<file path="src/rtl/frame_pkg.sv">
// Shared definitions for the framed 16-bit link (transmitter and detector).
// Contents: frame delimiter words, buffer geometry, transmitter state
// encoding, captured-command payload and the CRC-16 (0x1021) step function.
package frame_pkg;

    localparam logic [15:0] HEADER_W  = 16'hE0E0;
    localparam logic [15:0] TRAILER_W = 16'h0E0E;

    localparam int unsigned WORD_W = 16;
    localparam int unsigned DEPTH  = 8;
    localparam int unsigned PTR_W  = 3;
    localparam int unsigned CH_W   = 8;
    localparam int unsigned LEN_W  = 3;

    typedef enum logic [3:0] {
        S_IDLE,
        S_LOAD,
        S_HDR_H,
        S_HDR_L,
        S_CHAN,
        S_DATA,
        S_CRC,
        S_TRL_H,
        S_TRL_L,
        S_GAP
    } tx_state_t;

    // Command fields captured on the command handshake.
    typedef struct packed {
        logic [CH_W-1:0]  channel;
        logic [LEN_W-1:0] len;
        logic             crc_inv;
    } tx_cmd_t;

    // CRC-16/0x1021, MSB first, 16 data bits folded per call.
    function automatic logic [15:0] crc16_step(input logic [15:0] crc,
                                               input logic [15:0] d);
        logic [15:0] c;
        c = crc;
        for (int i = 15; i >= 0; i--) begin
            if (c[15] ^ d[i]) begin
                c = {c[14:0], 1'b0} ^ 16'h1021;
            end else begin
                c = {c[14:0], 1'b0};
            end
        end
        return c;
    endfunction

endpackage

</file>
<file path="src/rtl/frame_tx_buf.sv">
// Payload buffer for frame_tx: 8 x 16-bit, written in acceptance order and
// read back in the same order.
// Ports:
//   clk_in, rst_n      clock, synchronous active-low reset
//   clr                rewinds both pointers for a new command
//   wr_en, wr_data     store one payload word
//   rd_en              advance the read pointer
//   rd_data_c          word at the read pointer (combinational)
module frame_tx_buf
    import frame_pkg::*;
(
    input  logic              clk_in,
    input  logic              rst_n,
    input  logic              clr,
    input  logic              wr_en,
    input  logic [WORD_W-1:0] wr_data,
    input  logic              rd_en,
    output logic [WORD_W-1:0] rd_data_c
);

    logic [WORD_W-1:0] mem [DEPTH];
    logic [PTR_W-1:0]  wr_ptr;
    logic [PTR_W-1:0]  rd_ptr;

    // Pointer and storage update.
    always_ff @(posedge clk_in) begin
        if (!rst_n) begin
            wr_ptr <= '0;
            rd_ptr <= '0;
            for (int i = 0; i < int'(DEPTH); i++) begin
                mem[i] <= '0;
            end
        end else if (clr) begin
            wr_ptr <= '0;
            rd_ptr <= '0;
        end else begin
            if (wr_en) begin
                mem[wr_ptr] <= wr_data;
                wr_ptr      <= wr_ptr + PTR_W'(1);
            end
            if (rd_en) begin
                rd_ptr <= rd_ptr + PTR_W'(1);
            end
        end
    end

    assign rd_data_c = mem[rd_ptr];

endmodule

</file>
<file path="src/rtl/frame_tx.sv">
// Framed-link transmitter: accepts a command and its payload words, then
// sends header, channel, payload, CRC and trailer as one contiguous burst.
// Ports:
//   clk_in, rst_n                          clock, synchronous active-low reset
//   cmd_valid/cmd_ready                    command handshake
//   cmd_channel, cmd_len, cmd_crc_inv      one-hot channel, words-1, CRC invert
//   pld_valid/pld_ready, pld_data          payload word handshake
//   data_out, data_out_vld                 line word and frame-word qualifier
//   busy                                   not idle
//   frame_done                             pulse in the cycle after the trailer
//   err_cmd                                pulse after a rejected command
module frame_tx
    import frame_pkg::*;
#(
    parameter logic [15:0] IDLE_WORD = 16'h0000,
    parameter int unsigned MIN_GAP   = 1
) (
    input  logic              clk_in,
    input  logic              rst_n,
    input  logic              cmd_valid,
    output logic              cmd_ready,
    input  logic [CH_W-1:0]   cmd_channel,
    input  logic [LEN_W-1:0]  cmd_len,
    input  logic              cmd_crc_inv,
    input  logic              pld_valid,
    output logic              pld_ready,
    input  logic [WORD_W-1:0] pld_data,
    output logic [WORD_W-1:0] data_out,
    output logic              data_out_vld,
    output logic              busy,
    output logic              frame_done,
    output logic              err_cmd
);

    localparam int unsigned GAP_W = 4;

    tx_state_t          state;
    tx_state_t          state_next;
    tx_cmd_t            cmd_q;
    logic [WORD_W-1:0]  crc_q;
    logic [LEN_W-1:0]   wcnt;
    logic [LEN_W-1:0]   dcnt;
    logic [GAP_W-1:0]   gcnt;

    logic               cmd_fire;
    logic               pld_fire;
    logic               cmd_ok;
    logic               rd_en;
    logic [WORD_W-1:0]  rd_data;
    logic [WORD_W-1:0]  data_next;
    logic               vld_next;

    frame_tx_buf u_buf (
        .clk_in    (clk_in),
        .rst_n     (rst_n),
        .clr       (cmd_fire),
        .wr_en     (pld_fire),
        .wr_data   (pld_data),
        .rd_en     (rd_en),
        .rd_data_c (rd_data)
    );

    // State register.
    always_ff @(posedge clk_in) begin
        if (!rst_n) begin
            state <= S_IDLE;
        end else begin
            state <= state_next;
        end
    end

    // Next state plus the line word for the coming cycle; data_out is
    // registered from the next state so the header lands one cycle after
    // the last payload accept.
    always_comb begin
        cmd_fire   = cmd_valid && cmd_ready;
        pld_fire   = pld_valid && pld_ready;
        cmd_ok     = $onehot(cmd_channel);
        state_next = state;
        data_next  = IDLE_WORD;
        vld_next   = 1'b0;
        rd_en      = 1'b0;

        case (state)
            S_IDLE:  if (cmd_fire && cmd_ok) state_next = S_LOAD;
            S_LOAD:  if (pld_fire && (wcnt == cmd_q.len)) state_next = S_HDR_H;
            S_HDR_H: state_next = S_HDR_L;
            S_HDR_L: state_next = S_CHAN;
            S_CHAN:  state_next = S_DATA;
            S_DATA:  if (dcnt == cmd_q.len) state_next = S_CRC;
            S_CRC:   state_next = S_TRL_H;
            S_TRL_H: state_next = S_TRL_L;
            S_TRL_L: state_next = S_GAP;
            S_GAP:   if (gcnt == GAP_W'(MIN_GAP - 1)) state_next = S_IDLE;
            default: state_next = S_IDLE;
        endcase

        case (state_next)
            S_HDR_H, S_HDR_L: begin
                data_next = HEADER_W;
                vld_next  = 1'b1;
            end
            S_CHAN: begin
                data_next = {8'h00, cmd_q.channel};
                vld_next  = 1'b1;
            end
            S_DATA: begin
                data_next = rd_data;
                vld_next  = 1'b1;
                rd_en     = 1'b1;
            end
            S_CRC: begin
                data_next = crc_q ^ {16{cmd_q.crc_inv}};
                vld_next  = 1'b1;
            end
            S_TRL_H, S_TRL_L: begin
                data_next = TRAILER_W;
                vld_next  = 1'b1;
            end
            default: ;
        endcase
    end

    // Registered outputs, command capture, CRC and counters.
    always_ff @(posedge clk_in) begin
        if (!rst_n) begin
            data_out     <= IDLE_WORD;
            data_out_vld <= 1'b0;
            cmd_ready    <= 1'b0;
            pld_ready    <= 1'b0;
            busy         <= 1'b0;
            frame_done   <= 1'b0;
            err_cmd      <= 1'b0;
            cmd_q        <= '0;
            crc_q        <= '0;
            wcnt         <= '0;
            dcnt         <= '0;
            gcnt         <= '0;
        end else begin
            data_out     <= data_next;
            data_out_vld <= vld_next;
            cmd_ready    <= (state_next == S_IDLE);
            pld_ready    <= (state_next == S_LOAD);
            busy         <= (state_next != S_IDLE);
            frame_done   <= (state == S_TRL_L);
            err_cmd      <= cmd_fire && !cmd_ok;

            if (cmd_fire) begin
                cmd_q <= '{channel: cmd_channel, len: cmd_len, crc_inv: cmd_crc_inv};
                crc_q <= '0;
                wcnt  <= '0;
            end else if (pld_fire) begin
                crc_q <= crc16_step(crc_q, pld_data);
                wcnt  <= wcnt + LEN_W'(1);
            end

            dcnt <= (state == S_DATA) ? dcnt + LEN_W'(1) : '0;
            gcnt <= (state == S_GAP)  ? gcnt + GAP_W'(1) : '0;
        end
    end

endmodule

</file>
<file path="config.mk">
export PLATFORM = sky130hd
export DESIGN_NAME = frame_tx
export DESIGN_NICKNAME = d
export VERILOG_FILES = /design/src/rtl/frame_pkg.sv /design/src/rtl/frame_tx_buf.sv /design/src/rtl/frame_tx.sv
export SDC_FILE = /design/constraint.sdc
export NUM_CORES = 1
export LEC_CHECK = 0
export ABC_AREA = 1
export CAP_MARGIN = 20
export CORE_ASPECT_RATIO = 1.2
export CORE_MARGIN = 10
export CORE_UTILIZATION = 54
export CTS_CLUSTER_DIAMETER = 100
export DETAILED_ROUTE_END_ITERATION = 6
export PLACE_DENSITY = 0.83
export SETUP_SLACK_MARGIN = 0.2
export SYNTH_ARGS = -nofsm -noshare
export SYNTH_HDL_FRONTEND = slang
export SYNTH_SLANG_ARGS = --single-unit
</file>
<file path="constraint.sdc">
create_clock -name clk_in -period 3.9 [get_ports clk_in]
set_input_delay 0.78 -clock clk_in [delete_from_list [all_inputs] [get_ports clk_in]]
set_output_delay 0.78 -clock clk_in [all_outputs]
set_load 0.05 [all_outputs]
</file>
* Word level (Yosys, flattened, before mapping) *
Memories as Yosys holds them, arrays and structs flattened. A register that Yosys moved wholly into a read port is not among the register bits.
Index checks and enable logic that the tools add are counted.

storage, ports and cells
  bits in writable memories = 128
  input port bits = 32
  memories kept = 1
  flip-flop bits (word level) = 70
  output and inout bits = 22

memories
  memory     depth  bits a word  read ports  clocked after memory_dff  wr ports  RTL line            RTL
  u_buf.mem  8      16           1           1                         8         frame_tx_buf.sv:21  logic [WORD_W-1:0] mem [DEPTH];

operators by class
  mux-type cells = 79
  bitwise logic cells = 34
  reductions and logical operators = 17
  equality and inequality tests = 20
  add/subtract/negate cells = 12

operators by type and width
  cell                                                                    count
  16-bit 2-to-1 mux                                                       46
  13-bit 2-to-1 mux                                                       16
  16-bit one-hot mux with 5 select lines                                  1
  3-bit inverter                                                          16
  4-bit one-hot mux with 10 select lines                                  1
  4-bit by 3-bit equality test with 1-bit output (second input constant)  8
  4-bit by 2-bit equality test with 1-bit output (second input constant)  4
  4-bit 2-to-1 mux                                                        4
  16-bit OR reduction                                                     1
  1-bit bitwise XOR                                                       16
  16-bit bitwise XOR                                                      1
  3-bit by 1-bit adder with 3-bit output (second input constant)          4
  4-bit by 1-bit equality test with 1-bit output (second input constant)  3
  4-bit equality test (second input constant)                             3
  4-bit zero test                                                         3
  3-bit 2-to-1 mux                                                        3
  1-bit by 1-bit adder with 2-bit output                                  4
  1-bit 2-to-1 mux                                                        8
  7-bit OR reduction                                                      1
  2-bit by 2-bit adder with 3-bit output                                  2
  3-bit equality test                                                     2
  2-bit OR reduction                                                      3
  1-bit logical AND                                                       5
  3-bit by 3-bit adder with 4-bit output                                  1
  other kinds (5)                                                         6

* Depth between registers and ports, before layout *
  depth after elaboration = 77
  mapped depth = 16
  mapped depth without buffers = 16

* Hierarchy *
A second synthesis with hierarchy kept.

unflattened totals
  cells, all modules = 1272
  area, all modules = 10303.6 sq um

by module, submodules not included
  module        cells each  sequential area each (sq um)  area each (sq um)  instances
  frame_tx_buf  766         4023.9                        6697.7             1
  frame_tx      506         1281.2                        3606.0             1

* Worst setup path after synthesis *
No wires, ideal clock.

  kind = input to register
  start = input port cmd_channel[0]
  end = register cmd_ready
  arrival time = 3.602 ns
  slack = 0.171 ns
  stages on the path = 15
  path through = inv_1 -> fa_1 -> fa_1 -> fa_1 -> inv_1 -> ha_1 -> inv_1 -> fa_1 -> nand2_1 -> a21oi_1 -> nand4_1 -> a21boi_0 -> nor2_1 -> nand3_1 -> nor2_1

between the ends
  longest elaborated chain between the ends = 8

RTL lines
  what                                                          RTL line         RTL
  start, declared                                               frame_tx.sv:22   input logic [CH_W-1:0] cmd_channel,
  1-bit by 1-bit adder with 2-bit output (not written as such)  frame_tx.sv:78   cmd_ok = $onehot(cmd_channel);
  2-bit by 2-bit adder with 3-bit output (not written as such)  frame_tx.sv:78
  3-bit by 3-bit adder with 4-bit output (not written as such)  frame_tx.sv:78
  4-bit by 1-bit equality test with 1-bit output                frame_tx.sv:78
  1-bit logical AND                                             frame_tx.sv:85   S_IDLE: if (cmd_fire && cmd_ok) state_next = S_LOAD;
  4-bit 2-to-1 mux                                              frame_tx.sv:85
  4-bit one-hot mux with 10 select lines                        frame_tx.sv:84   case (state)
  4-bit zero test                                               frame_tx.sv:142  cmd_ready <= (state_next == S_IDLE);
  end signal, assigned                                          frame_tx.sv:142
  end, declared                                                 frame_tx.sv:21   output logic cmd_ready,

Every way passes these cells.
A chain may end at the register's enable or synchronous reset.

* Worst setup path after layout *
  start = input port cmd_channel[0]
  end = register pld_ready

between the ends
  longest elaborated chain between the ends = 8

RTL lines
  what                                                          RTL line         RTL
  1-bit by 1-bit adder with 2-bit output (not written as such)  frame_tx.sv:78
  2-bit by 2-bit adder with 3-bit output (not written as such)  frame_tx.sv:78
  3-bit by 3-bit adder with 4-bit output (not written as such)  frame_tx.sv:78
  4-bit by 1-bit equality test with 1-bit output                frame_tx.sv:78
  1-bit logical AND                                             frame_tx.sv:85
  4-bit 2-to-1 mux                                              frame_tx.sv:85
  4-bit one-hot mux with 10 select lines                        frame_tx.sv:84
  4-bit by 1-bit equality test with 1-bit output                frame_tx.sv:143  pld_ready <= (state_next == S_LOAD);
  end signal, assigned                                          frame_tx.sv:143
  end, declared                                                 frame_tx.sv:26   output logic pld_ready,

Every way passes these cells.

==> summary.md <==
| Metric | Value |
|---|---|
| Vias | 7754 |
| CP Data Arrival Time | 3.98 ns |
| Class of the worst hold path | flip-flop to flip-flop |
| CTS Buffer Depth | 3 |
| Met2 WL | 12700 um |
| Placed Instance Area | 10300 um2 |
| FF-to-FF path depth | 9 |
| Final hold viol count | 0 |
| H-tree levels | 1 |
| Vias in the first global route | 7468 |
| Post-DP HPWL | 17000 um |
| CTS Root Cell | clkbuf_16 |
| DRT Pass-1 Iters | 5 |
| Pins Over Slew Limit | 0 |
| First-pass GRT wire length | 38200 um |
| Final wirelength | 24300 um |
| Drt drc | 0 |
| DR WL met3 | 1940 um |
| Number of synthesized flops with an enable pin | 128 |
| CP max stage delay | 0.55 ns |
| Initial antenna violation count | 0 |
| Io pins | 54 |
| Die X | 142 um |
| Post-DRT Antenna Nets | 0 |
| Synthesized flop and latch total | 201 |
| Critical Path RT | 4.31 ns |
| Gr ovfl total | 0 |
| Slew @ Worst Pin | 0.853 ns |
| RePlAce Congestion | 0.921 |
| Setup TNS | 0 ns |
| Post-Route Skew | 0.00770 ns |
| Vias per inst | 5.60 |
| Leak | 4.79 nW |
| Crit. End Element | flip-flop |
| CTS tree | built |
| Slew headroom | 43.1% |
| Die Ht | 166 um |
| Most frequent CP cell | fa_1 |
| Pwr Density | 416 nW/um2 |
| Crit-path slowest cell | fa_1 |
| Max Fclk | 280 MHz |
| Crit Path Max Fanout | 3 |
| Final Critical Period | 3.57 ns |
| Total track usage | 20.0% |
| Largest net degree at the start of global routing | 65 |
| Worst-path cell chain | dlygate4sd2_1 > inv_2 > fa_1 > fa_1 > fa_1 > inv_1 > ha_2 > inv_2 > fa_1 > nand2_1 > a21oi_2 > nand4_1 > a21boi_2 > nor2_2 > nor3_2 |
| Hold path depth | 1 |
| Hold Buf Count CTS | 0 |
| Kind of critical path | input port to flip-flop |
| Starting Density | 54.9% |
| P&R area growth vs syn | 13.4% |
| Peak supply drop | 0.364 mV |
| Final Instance Area | 10900 um2 |
| Worst-path clk slew | 0.06 ns |
| Core Region | 17500 um2 |
| Setup Viol. Count Final | 0 |
| Utilization after layout | 62.3% |
| DIE AREA | 23600 um2 |
| Share of layout cells above drive strength 1 | 7.98% |
| Crit path launch type | input port |
| Unrepaired setup endpoints after global routing | true |
| Clk_lat worst skew | 0.49 ns |
| Clk sinks | 201 |
| DR iter-0 viols | 756 |
| Row cnt | 53 |
| Count of cell types in the netlist | 42 |
| Mapped Area | 9620 um2 |
| Input/output buffers | 53 |
| Final hold slack | 0.451 ns |
| Top layer in use | met4 |
| Syn Area/Cell | 8.69 um2 |
| Sequential share of the synthesized area | 55.2% |
| Synth Instances | 1107 |
| Wire length per cell | 17.6 um |
| Pre-CTS setup slack | -0.424 ns |
| # diodes | 0 |
| Tcrit/Tclk final | 91.5% |
| Synth Flop Type | edfxtp_1 |
| Status | completed |
| Asr flop ratio synth | 0% |
| Yosys Warn Count | 0 |
| Syn Nets | 1152 |
| Max-capacitance violation count | 0 |
| M1 wire length | 8670 um |
| Cts bufs inserted | 19 |
| Fin worst setup slack | 0.330 ns |
| Fin nets | 1198 |
[worst paths after layout]
kind / startpoint / to / slack, ns
setup / recovery: cmd_channel[0] / pld_ready$_SDFF_PN0_ / 0.33
hold / removal: gcnt[0]$_SDFF_PN0_ / gcnt[0]$_SDFF_PN0_ / 0.45
setup reg to reg: cmd_ready$_SDFF_PN0_ / u_buf.mem[6][5]$_SDFFCE_PN0P_ / 1.42
hold reg to reg: gcnt[0]$_SDFF_PN0_ / gcnt[0]$_SDFF_PN0_ / 0.45
[sequential cells by signal (all words and copies together) (netlist names), named ones only]
| signal | cells |
|---|---|
| cmd_ready | 1 |
| data_out | 16 |
| frame_done | 1 |
| u_buf.rd_ptr | 3 |
| u_buf.wr_ptr | 3 |
| cmd_q | 12 |
| u_buf.mem | 128 |
| dcnt | 3 |
| busy | 1 |
| data_out_vld | 1 |
| crc_q | 16 |
| err_cmd | 1 |
| gcnt | 4 |
| wcnt | 3 |
| state | 4 |
| pld_ready | 1 |
[stage by stage]
step           total power, W  cells
3_5_place_dp          0.00287   1350
6_report              0.00454   1385
2_1_floorplan         0.00271   1107
3_3_place_gp          0.00285   1350
4_1_cts               0.00452   1384
5_1_grt               0.00466   1385
[final cells by class]
| cell class | instances | area, um2 |
|---|---|---|
| fillers | 1382 | 6610 |
| flip-flops and latches | 201 | 5310 |
| multi-input cells | 753 | 3700 |
| repair buffers | 71 | 662 |
| clock buffers | 27 | 526 |
| inverters | 107 | 402 |
| well taps | 220 | 275 |
| clock inverters | 6 | 30.0 |
[critical path: cells and delay by family]
family                     cells  cell delay, ns
adders and majority gates      5            2.12
and+or+nand+nor                4            0.41
buffers and inverters          4            0.36
AOI/OAI and AO/OA              2            0.29
[cell usage after synthesis (4+ instances only)]
cell type  count  area share [%]
inv_2         13            0.51
xnor2_1       13             1.2
fa_1           4            0.83
buf_2         15            0.78
nand2_1      231             9.0
o211ai_1       7            0.55
ha_1           9             1.2
xor2_1        25             2.3
a21oi_1       55             2.9
dfxtp_1       73              15
nor2_1       222             8.7
edfxtp_1     128              40
o31ai_1       10            0.78
nand2_4        7            0.82
clkinv_1       4            0.16
nand2_2       10            0.65
o21ai_0       55             2.9
nand3_1       63             3.3
clkbuf_1      22            0.86
o22ai_1       14            0.91
nand3b_1       4            0.31
buf_6          4            0.47
inv_1         90             3.5
[placed cells by master (no fill, tap or decap), drive strengths merged, types with 4 or more instances in the layout]
cell and instances:
nand2 248, nor2 228, edfxtp 128, inv 105, dfxtp 73, nand3 64, o21ai 57, a21oi 55
clkdlybuf4s50 50, clkbuf 27, xor2 25, buf 18, o22ai 14, xnor2 13, o31ai 10, ha 9
o211ai 7, clkinv 7, nand3b 4, fa 4
[power breakdown]
group	internal, W	total [W]	switching, W
sequential	0.00233	0.00237	0.0000385
combinational	0.000168	0.000476	0.000308
clock	0.000938	0.00169	0.000756
[cell families after synthesis]
logic type | after synthesis | synth area share (%)
adder cells (fa/ha/maj) | 13 | 2.00
AO/OA/AOI/OAI | 148 | 8.52
AND/OR/NAND/NOR | 554 | 24.2
flip-flops | 201 | 55.2
XOR/XNOR | 38 | 3.46
buffers and inverters | 153 | 6.60
[per-layer routing]
| layer | vias to the layer above | track usage, % |
|---|---|---|
| met2 | 351 | 35.8 |
| met5 | - | 0 |
| met4 | 0 | 9.17 |
| met1 | 3639 | 22.8 |
| met3 | 70 | 2.60 |
| li1 | 3694 | - |
[timing repair]
item | 4_1_cts | 5_1_grt
gates resized for setup | 8 | 4
pin swaps | 7 | 5
endpoints found under the setup margin | 4 | 4
buffers inserted | 1 | 1
Power figures use the tool's default switching activity.
==> edit 1 (same settings) <==
Change the package constant `DEPTH` from 8 to 4.
--- a/src/rtl/frame_pkg.sv
+++ b/src/rtl/frame_pkg.sv
@@ -8,5 +8,5 @@
 
     localparam int unsigned WORD_W = 16;
-    localparam int unsigned DEPTH  = 8;
+    localparam int unsigned DEPTH  = 4;
     localparam int unsigned PTR_W  = 3;
     localparam int unsigned CH_W   = 8;
Behaviour: same outputs for any inputs over 4 cycles, from zero or initial values and one cycle with rst_n low; that may be too few to reach the edited logic, so the function may still have changed.
==> edit 1 against the original RTL <==
Die area shrank 28%. Maximum frequency grew 0.97%. Sequential cell count shrank 67. Count of clock-buffer cells in the layout shrank 6. Synthesized area shrank 31%. Worst setup slack gained 34 ps. Wire length shrank 27%. Register-to-register slack gained 80 ps. Utilization grew 3.3 points. Final area shrank 28%. Non-clock buffer count is the same. Total power shrank 24%. Critical path type unchanged. Critical endpoint is now busy$_SDFF_PN0_. Largest cell class unchanged.
==> edit 1: results (changes against the original RTL) <==
Route
  – Final wirelength: 17.66 mm (-27%)
  – Vias per inst: 5.509 (-1.6%)

Cells and area
  – Share of layout cells above drive strength 1: 11.00% (+3.0 points)
  – Seq cells: 134 (-33%)
  – Clock-cell share: 6.683% (+1.6 points)
  – Filler cells: 995 (-28%)
  – Multi-input gates: 536 (-29%)
  – Clk_buf instances: 21 (-22%)
  – Largest regs: u_buf.mem x64, crc_q x16, data_out x16
  – NumNets Final: 903 (-25%)

Placed design
  – Post-DP HPWL: 12.08 mm (-29%)
  – Placed inst area: 7313 sq um (-29%)
  – RePlAce Congestion: 0.9286 (+0.79%)
  – Post-place setup slack: -457.9 ps (-33.98 ps)

Global route
  – Total global-route track usage: 20.56% (+0.60 points)
  – GR Layer Usage met3: 4.674% (+2.1 points)
  – GR Layer Usage met2: 35.05% (-0.75 points)
  – Global-route wire length before repair: 27.40 mm (-28%)

Logic synthesis
  – Synth unique cells: 44 (+4.8%)
  – Ranking of synthesized cells by area: edfxtp_1 29%, dfxtp_1 21%, nand2_1 8.7%
  – Dominant synthesized flop cell: dfxtp_1
  – Sequential share of the synthesized area: 50.42% (-4.8 points)
  – Net Count, Synth: 840 (-27%)

Power
  – Cell leakage power: 3.374 nW (-30%)

STA
  – Skew final: 8.119 ps (+0.4169 ps)
  – Hold_ws: 461.3 ps (+10.16 ps)

CTS
  – H-tree depth: 4 (+3)
  – TritonCTS Buffers: 17 (-2)

Critical path
  – Worst setup path startpoint: cmd_channel[3]

Hold path
  – Hold Startpoint: dcnt[0]$_SDFF_PN0_

Status
  – Status: complete, no violations

Die
  – FP Rows: 44 (-17%)
[edit 1: changes by cell type in the layout (fill, tap and decap cells not counted), sizes merged, moves of 9 or more]
cell / before / now
nor2: 228 / 140
nand2: 248 / 169
edfxtp: 128 / 64
nand3: 64 / 35
a21oi: 55 / 41
o31ai: 10 / 1
[edit 1: worst max-delay path, delay by kind of cell]
kind            cells  cell delay [ps]
buf+inv             6              350
compound gates      2              250
simple gates        6              390
fa+ha+maj           5             2130
[edit 1: kinds of logic after synthesis]
| family | share of synthesized area, % |
|---|---|
| AOI/OAI and AO/OA | 10.59 |
| xor gates and xnor gates | 4.366 |
| adders and majority gates | 2.544 |
| buffers and inverters | 7.631 |
| DFF | 50.42 |
| and+or+nand+nor | 24.45 |
[edit 1: layer usage]
metal | vias up | share of wire [%] | wire length, um
met3 | 65 | 7.2 | 1271
met5 | - | 0 | 0
met2 | 272 | 50 | 8864
met1 | 2646 | 38 | 6702
met4 | 0 | 4.7 | 822
li1 | 2713 | - | -
[edit 1: per-stage QoR]
stage | instances | setup TNS (ps)
floorplan | 797 | 0
global placement | 999 | -1580
detailed placement | 999 | -1745
CTS | 1032 | 0
global route | 1034 | 0
finish | 1034 | 0
[edit 1: report_power, final]
group | switching, mW | internal [mW] | total [mW] | leakage [nW]
sequential | 0.0259 | 1.52 | 1.55 | 1.23
combinational | 0.293 | 0.170 | 0.463 | 1.89
clock | 0.574 | 0.864 | 1.44 | 0.254
total | 0.892 | 2.56 | 3.45 | 3.37
[edit 1: timing repair]
item                       CTS  global route
setup buffers                1             2
resized for setup           10            11
pin swaps                    7            10
setup endpoints to repair    4             4
==> edit 2 (same flow settings) <==
Made on the original files. Reset style: asynchronous (`rst_n`), changed in 3 clocked blocks. Comments in the files are not updated.
--- a/src/rtl/frame_tx_buf.sv
+++ b/src/rtl/frame_tx_buf.sv
@@ -24,5 +24,5 @@
 
     // Pointer and storage update.
-    always_ff @(posedge clk_in) begin
+    always_ff @(posedge clk_in or negedge rst_n) begin
         if (!rst_n) begin
             wr_ptr <= '0;
--- a/src/rtl/frame_tx.sv
+++ b/src/rtl/frame_tx.sv
@@ -62,5 +62,5 @@
 
     // State register.
-    always_ff @(posedge clk_in) begin
+    always_ff @(posedge clk_in or negedge rst_n) begin
         if (!rst_n) begin
             state <= S_IDLE;
@@ -123,5 +123,5 @@
 
     // Registered outputs, command capture, CRC and counters.
-    always_ff @(posedge clk_in) begin
+    always_ff @(posedge clk_in or negedge rst_n) begin
         if (!rst_n) begin
             data_out     <= IDLE_WORD;
Check against the original RTL: differs if rst_n is asserted again (counterexample within 4 cycles, from zero or initial values and one cycle with rst_n low); with rst_n held inactive, the same outputs for 4 cycles.
==> edit 2 against the original RTL <==
Synthesized area about the same. Final area is 0.56% higher. Sequential cell count is 3 lower. Worst setup slack better by 14 ps. Wire length rose by 4.4%. Count of clock-buffer cells in the layout shrank 9. Highest routed layer unchanged. Worst hold slack got worse by 40 ps.
Power is not compared: it rests on default switching activity, and its combinational part moved more than twofold at a synthesized area within 25%.
==> edit 2: results (changes against the original RTL) <==
Status
  – Status: complete, no violations

Logic synthesis
  – Area share of the largest cell type after synthesis: 51.51% (+12 points)
  – Syn avg cell area: 8.357 sq um (-3.8%)
  – Net Count, Synth: 1196 (+3.8%)
  – Synth Instances: 1151 (+4.0%)
  – Dominant synthesized flop cell: dfrtp_1
  – Post-synthesis xor/xnor area fraction: 2.888% (-0.57 points)
  – Sequential share of the synthesized area: 51.51% (-3.7 points)
  – Top cells by instance count after synthesis: 264 x nand2_1, 224 x o21ai_0, 198 x dfrtp_1, 111 x nor2_1, 87 x inv_1
  – Ranking of synthesized cells by area: dfrtp_1 52%, o21ai_0 12%, nand2_1 10%

Placed design
  – Placed inst area: 10360 sq um (+0.46%)
  – RePlAce Congestion: 0.9074 (-1.5%)
  – Post-DP HPWL: 16.49 mm (-3.0%)
  – Post-place setup slack: -454.3 ps (-30.45 ps)

Critical path
  – Largest fanout on the critical path: 2 (-1)
  – Worst setup path startpoint: cmd_channel[3]
  – Setup crit end: cmd_ready$_DFF_PN0_
  – R2R Setup Slk: 1510 ps (+90 ps)
  – RR Startpoint: u_buf.rd_ptr[2]$_DFFE_PN0P_

Cells and area
  – Share of layout cells above drive strength 1: 8.306% (+0.32 points)
  – Register share of the cell area: 45.21% (-3.5 points)
  – Inverters excl. clock: 93 (-13%)
  – Footprint of the multi-input gates: 4093 sq um (+11%)
  – Clock-cell share: 5.046% (-0.051 points)
  – Final non-filler cell total: 1424 (+2.8%)
  – Filler cells: 1451 (+5.0%)

CTS
  – H-tree depth: 4 (+3)
  – Clock sinks: 198 (-1.5%)
  – Worst-Skew Late Latency: 440 ps (-50 ps)

Global route
  – Total global-route track usage: 21.85% (+1.9 points)
  – Global-route wire length before repair: 41.62 mm (+8.9%)

Route
  – Starting DRT DRC Count: 1080 (+43%)
  – Met3 WL: 1.891 mm (-2.5%)

Hold path
  – Hold Path Class: input pin to async pin

STA
  – Skew final: 10.18 ps (+2.482 ps)
edit 2: changes by cell type after synthesis, sizes merged, moves of 26 or more:
cell,change
a21oi,-45
nor2,-115
edfxtp,-128
dfxtp,-73
nand2,+32
clkbuf,+26
dfrtp,+198
o21ai,+170
edit 2: worst min path at each step:
stage	startpoint	to	slack, ps	depth (start not counted)
finish	rst_n	crc_q[14]$_DFFE_PN0P_	410	1
global route	rst_n	crc_q[13]$_DFFE_PN0P_	480	1
CTS	rst_n	crc_q[14]$_DFFE_PN0P_	470	1
detailed placement	u_buf.mem[22]$_DFFE_PN0P_	u_buf.mem[22]$_DFFE_PN0P_	470	2
global placement	dcnt[0]$_DFF_PN0_	dcnt[0]$_DFF_PN0_	460	1
floorplan	dcnt[0]$_DFF_PN0_	dcnt[0]$_DFF_PN0_	440	1
edit 2: repair_timing:
item,4_1_cts,5_1_grt
resized for setup,9,0
pin swaps,6,3
endpoints found under the setup margin,4,3
setup buffers,6,0
